File: src/rtl/irq_pkg.sv
// Shared constants and decode helpers for the interrupt pending latch.
package irq_pkg;

  localparam int WIDTH = 8;
  localparam int IDW   = 3;

  function automatic logic [WIDTH-1:0] onehot(
    input logic [IDW-1:0] id
  );
    logic [WIDTH-1:0] m;
    m = '0;
    for (int i = 0; i < WIDTH; i++)
      m[i] = (id == IDW'(i));
    return m;
  endfunction

  function automatic logic [WIDTH-1:0] above_mask(
    input logic [IDW-1:0] idx
  );
    logic [WIDTH-1:0] m;
    m = '0;
    for (int i = 0; i < WIDTH; i++)
      m[i] = (IDW'(i) > idx);
    return m;
  endfunction

endpackage

File: src/rtl/irq_pending_latch_if.sv
// Request, acknowledge and pending-status bundle of the pending latch.
interface irq_pending_latch_if;
  import irq_pkg::*;

  logic [WIDTH-1:0] irq_in;
  logic [WIDTH-1:0] mask;
  logic             ack;
  logic [IDW-1:0]   ack_id;
  logic             eoi;
  logic [IDW-1:0]   eoi_id;
  logic [WIDTH-1:0] pending;
  logic             irq_valid;
  logic [WIDTH-1:0] isr;
  logic             ack_err;

  modport master (
    output irq_in, mask, ack, ack_id,
    output eoi, eoi_id,
    input  pending, irq_valid, isr, ack_err
  );

  modport slave (
    input  irq_in, mask, ack, ack_id,
    input  eoi, eoi_id,
    output pending, irq_valid, isr, ack_err
  );

endinterface

File: src/rtl/priority_encoder.sv
// Index of the highest set bit; bit WIDTH-1 wins, zero input gives 0.
module priority_encoder
  import irq_pkg::*;
(
  input  logic [WIDTH-1:0] d,
  output logic [IDW-1:0]   y
);

  always_comb begin
    y = '0;
    for (int i = 0; i < WIDTH; i++)
      if (d[i]) y = IDW'(i);
  end

endmodule

File: src/rtl/irq_pending_latch.sv
// Rising-edge interrupt capture with mask, ack/eoi and nesting gate.
module irq_pending_latch
  import irq_pkg::*;
(
  input  logic clk,
  input  logic rst,
  irq_pending_latch_if.slave bus
);

  logic [WIDTH-1:0] irq_q;
  logic [WIDTH-1:0] raw_pend;
  logic [WIDTH-1:0] isr_q;
  logic             ack_err_q;

  logic [WIDTH-1:0] rise;
  logic [WIDTH-1:0] prio_gate;
  logic [WIDTH-1:0] pend_c;
  logic [WIDTH-1:0] ack_oh;
  logic [WIDTH-1:0] ack_acc;
  logic [WIDTH-1:0] eoi_oh;
  logic [IDW-1:0]   isr_top;
  logic             ack_ok;

  priority_encoder u_isr_enc (
    .d (isr_q),
    .y (isr_top)
  );

  assign rise      = bus.irq_in & ~irq_q;
  assign prio_gate = (isr_q == '0) ? '1
                   : above_mask(isr_top);
  assign pend_c    = raw_pend & ~bus.mask
                   & prio_gate;

  // out-of-range ids decode to zero: ack rejects, eoi ignored
  assign ack_oh  = onehot(bus.ack_id);
  assign ack_ok  = bus.ack & |(ack_oh & pend_c);
  assign ack_acc = ack_ok ? ack_oh : '0;
  assign eoi_oh  = bus.eoi ? onehot(bus.eoi_id)
                 : '0;

  always_ff @(posedge clk) begin
    if (rst) begin
      irq_q     <= '0;
      raw_pend  <= '0;
      isr_q     <= '0;
      ack_err_q <= 1'b0;
    end else begin
      irq_q     <= bus.irq_in;
      raw_pend  <= (raw_pend & ~ack_acc) | rise;
      isr_q     <= (isr_q & ~eoi_oh) | ack_acc;
      ack_err_q <= bus.ack & ~ack_ok;
    end
  end

  assign bus.pending   = pend_c;
  assign bus.irq_valid = |pend_c;
  assign bus.isr       = isr_q;
  assign bus.ack_err   = ack_err_q;

endmodule

File: src/flat_wrapper.sv
// flat-port wrapper written by rule: the top's interface ports become plain ports
module irq_pending_latch_flat import irq_pkg::*;
  (clk, rst, bus_irq_in, bus_mask, bus_ack, bus_ack_id, bus_eoi, bus_eoi_id, bus_pending, bus_irq_valid, bus_isr, bus_ack_err);
  irq_pending_latch_if bus_i ();
  input  logic clk;
  input  logic rst;
  input wire logic [$bits(bus_i.irq_in)-1:0] bus_irq_in;
  input wire logic [$bits(bus_i.mask)-1:0] bus_mask;
  input wire logic [$bits(bus_i.ack)-1:0] bus_ack;
  input wire logic [$bits(bus_i.ack_id)-1:0] bus_ack_id;
  input wire logic [$bits(bus_i.eoi)-1:0] bus_eoi;
  input wire logic [$bits(bus_i.eoi_id)-1:0] bus_eoi_id;
  output wire logic [$bits(bus_i.pending)-1:0] bus_pending;
  output wire logic [$bits(bus_i.irq_valid)-1:0] bus_irq_valid;
  output wire logic [$bits(bus_i.isr)-1:0] bus_isr;
  output wire logic [$bits(bus_i.ack_err)-1:0] bus_ack_err;
  assign bus_i.irq_in = bus_irq_in;
  assign bus_i.mask = bus_mask;
  assign bus_i.ack = bus_ack;
  assign bus_i.ack_id = bus_ack_id;
  assign bus_i.eoi = bus_eoi;
  assign bus_i.eoi_id = bus_eoi_id;
  assign bus_pending = bus_i.pending;
  assign bus_irq_valid = bus_i.irq_valid;
  assign bus_isr = bus_i.isr;
  assign bus_ack_err = bus_i.ack_err;
  irq_pending_latch u_core (.clk(clk), .rst(rst), .bus(bus_i));
endmodule
File: config.mk
export PLATFORM = sky130hd
export DESIGN_NAME = irq_pending_latch_flat
export DESIGN_NICKNAME = d
export VERILOG_FILES = /design/src/rtl/irq_pkg.sv /design/src/rtl/irq_pending_latch_if.sv /design/src/rtl/priority_encoder.sv /design/src/rtl/irq_pending_latch.sv /design/src/flat_wrapper.sv
export SDC_FILE = /design/constraint.sdc
export NUM_CORES = 1
export LEC_CHECK = 0
export BUFFER_PORTS_ARGS = -buffer_cell sky130_fd_sc_hd__buf_2
export CAP_MARGIN = 20
export CORE_UTILIZATION = 47
export CTS_CLUSTER_DIAMETER = 120
export DETAILED_ROUTE_END_ITERATION = 6
export GPL_ROUTABILITY_DRIVEN = 0
export GPL_TIMING_DRIVEN = 1
export PLACE_DENSITY = 0.76
export SLEW_MARGIN = 15
export SYNTH_ARGS = -nofsm -noshare
export SYNTH_HDL_FRONTEND = slang
export SYNTH_SLANG_ARGS = --single-unit
File: constraint.sdc
create_clock -name clk -period 2.8 [get_ports clk]
set_clock_uncertainty 0.2 [all_clocks]
set_input_delay 0 -clock clk [delete_from_list [all_inputs] [get_ports clk]]
set_output_delay 0 -clock clk [all_outputs]
set_load 0.02 [all_outputs]
==> out/qor.yml <==
route.vias.total: 1324
antenna_left: 0
yosys-top-cells-count: "25 x dfxtp_1, 17 x nor2b_1, 14 x a21oi_1"
yosys_warnings: 0
cts_tree: "built"
arrival_ns: 2.80
grt_max_degree: 25
initial_utilization: 0.502
routed_wl_um: 3440
fp-row-count: 18
coreArea_mm2: 0.00248
required_ns: 2.87
cp-end-kind: "flop"
ioPinCount: 44
ys_seq_area_frac: 0.403
routedWlPerCell_um: 14.4
power.density_mw_per_mm2: 393
worstSkewPairLatency_ns: 0.32
cts_buffers: 3
fillCellCount: 191
io_buffers: 43
p_comb_frac: 0.237
finalNonFillerCells: 239
antenna_cells: 0
clk_pin_slew_ns: 0.14
cts_max_path_buffers: 2
grt_pass1_wl_um: 5220
min_period_over_period: 0.977
finalSetupViolations: 0
timing.setup.tns_ns: 0
syn_avg_cell_area_um2: 9.27
gr-total-overflow: 0
placed_cells: 203
start_kind: "flop"
path_max_fanout: 6
power.share.switching: 0.285
drcViolationCount: 0
drive_gt1_frac: 0.311
synth.distinct_cells: 35
fp.dieArea_mm2: 0.00285
grt_usage: 0.259
drtIter0Drc: 43
synth_edf_count: 0
dr.pass1.iters: 4
maxSlewViolCount: 0
dp_hpwl_um: 2270
p_int_mw: 0.513
syn_inst: 134
max_freq_ghz: 0.365
p_leak_nw: 0.779
synth_most_common_cell: "dfxtp_1"
power_mw: 0.718
synthToLayoutAreaGrowth_pct: 46.9
hold_path.class: "input port to flop"
root_buffer: "clkbuf_4"
clkPwrFrac: 0.225
cts_sinks: 25
yosys.area.top_type: "dfxtp_1"
synth_top_area_share: 0.403
final_nets: 236
netlist_area_mm2: 0.00124
antenna_found_initial: 0
synth_area_leaders: "dfxtp_1 40%, nor2b_1 8.6%, a21oi_1 5.6%"
pwr-share-seq: 0.537
worst_pin_slew_ns: 0.652
synth_flop_cell: "dfxtp_1"
hold_viol_final: 0
ys_seq_elements: 25
whs_ns: 0.00185
relSlewSlack: 0.559
final_core_util: 0.737
async_flop_share: 0
period_minus_slack_ns: 2.74
synth_nets: 160
vias_per_cell: 5.54
critPathKind: "flop to flop"
die_y_um: 53.4
status: "finished clean"
cap_violations: 0
fp.dieW_um: 53.4
p_switching_mw: 0.205
worst_ir_drop_vdd_uv: 401
htreeDepth: 1
grt_pass1_vias: 1149
path summary, 6_finish.rpt:
| path | from | endpoint | slack, ns | depth (start not counted) |
|---|---|---|---|---|
| worst max-delay path | u_core.bus.isr[6]$_SDFF_PP0_ | u_core.bus.isr[0]$_SDFF_PP0_ | 0.06 | 6 |
| worst min-delay path | bus_ack_id[0] | u_core.raw_pend[2]$_SDFF_PP0_ | 0.002 | 4 |
| worst max register to register | u_core.bus.isr[6]$_SDFF_PP0_ | u_core.bus.isr[0]$_SDFF_PP0_ | 0.06 | 6 |
| worst min register to register | u_core.raw_pend[0]$_SDFF_PP0_ | u_core.raw_pend[0]$_SDFF_PP0_ | 0.30 | 1 |
stage by stage:
step	worst slack [ns]	cell area (um2)
floorplan	0.0287	1240
global placement	0.498	1470
detailed placement	0.465	1470
CTS	0.0531	1790
global route	-0.0240	1830
finish	0.0637	1830
power by group through the flow:
stage,sequential [mW],combinational (mW),clock (mW)
4_1_cts,0.386,0.165,0.168
5_1_grt,0.388,0.186,0.178
6_report,0.386,0.170,0.162
3_3_place_gp,0.393,0.134,0
3_5_place_dp,0.394,0.138,0
2_1_floorplan,0.393,0.0890,0
state kept, by name, summed over array words and instances (netlist names):
| register | cells |
|---|---|
| u_core.raw_pend | 8 |
| u_core.bus.isr | 8 |
| u_core.bus.ack_err | 1 |
| u_core.irq_q | 8 |
cell type report:
class / count / area [um2] / share of cell area
Multi-Input combinational cell: 103 / 721 / 0.395
Timing Repair Buffer: 75 / 528 / 0.289
Sequential cell: 25 / 505 / 0.277
Tap cell: 30 / 37.5 / 0.0206
Clock buffer: 4 / 26.3 / 0.0144
Inverter: 2 / 7.51 / 0.00411
critical path, stage by stage, from the launching register on:
cell and delay, ns:
dfxtp_4 0.38, or4_4 0.56, or3_4 0.36, nor4b_4 0.33, nand3b_1 0.18, a21oi_2 0.13
dlygate4sd3_1 0.55
repair_timing:
| action | in CTS | in global routing |
|---|---|---|
| endpoints found under the hold margin | 19 | 0 |
| resized for setup | 0 | 5 |
| setup endpoints to repair | 0 | 2 |
| hold buffers | 29 | 0 |
| setup buffers | 0 | 3 |
per-layer routing:
| layer | up-vias | wire (um) | GRT usage | share of wire |
|---|---|---|---|---|
| met4 | 0 | 74 | 0.118 | 0.022 |
| met1 | 622 | 1430 | 0.316 | 0.42 |
| met3 | 8 | 168 | 0.0374 | 0.049 |
| met2 | 40 | 1770 | 0.442 | 0.51 |
| li1 | 654 | - | - | - |
| met5 | - | 0 | 0 | 0 |
logic make-up (layout without fill, tap and decap cells):
kind of cell           Yosys count  in the layout  synth area share
AO/OA/AOI/OAI                   38             38             0.225
flip-flops                      25             25             0.403
buffers and inverters            6             81            0.0242
AND/OR/NAND/NOR                 65             65             0.348
cells in the final DEF, fill, tap and decap left out, types with 3 or more instances in the layout:
master and count:
nor3b_1 4, nor3_1 13, dlygate4sd3_1 29, dfxtp_1 23
buf_2 43, o21ai_0 8, nand2_1 4, clkbuf_4 3
o2bb2ai_2 4, nor2b_1 17, a21oi_1 13, nand2b_1 8
buf_4 3
(Power assumes the default switching activity.)
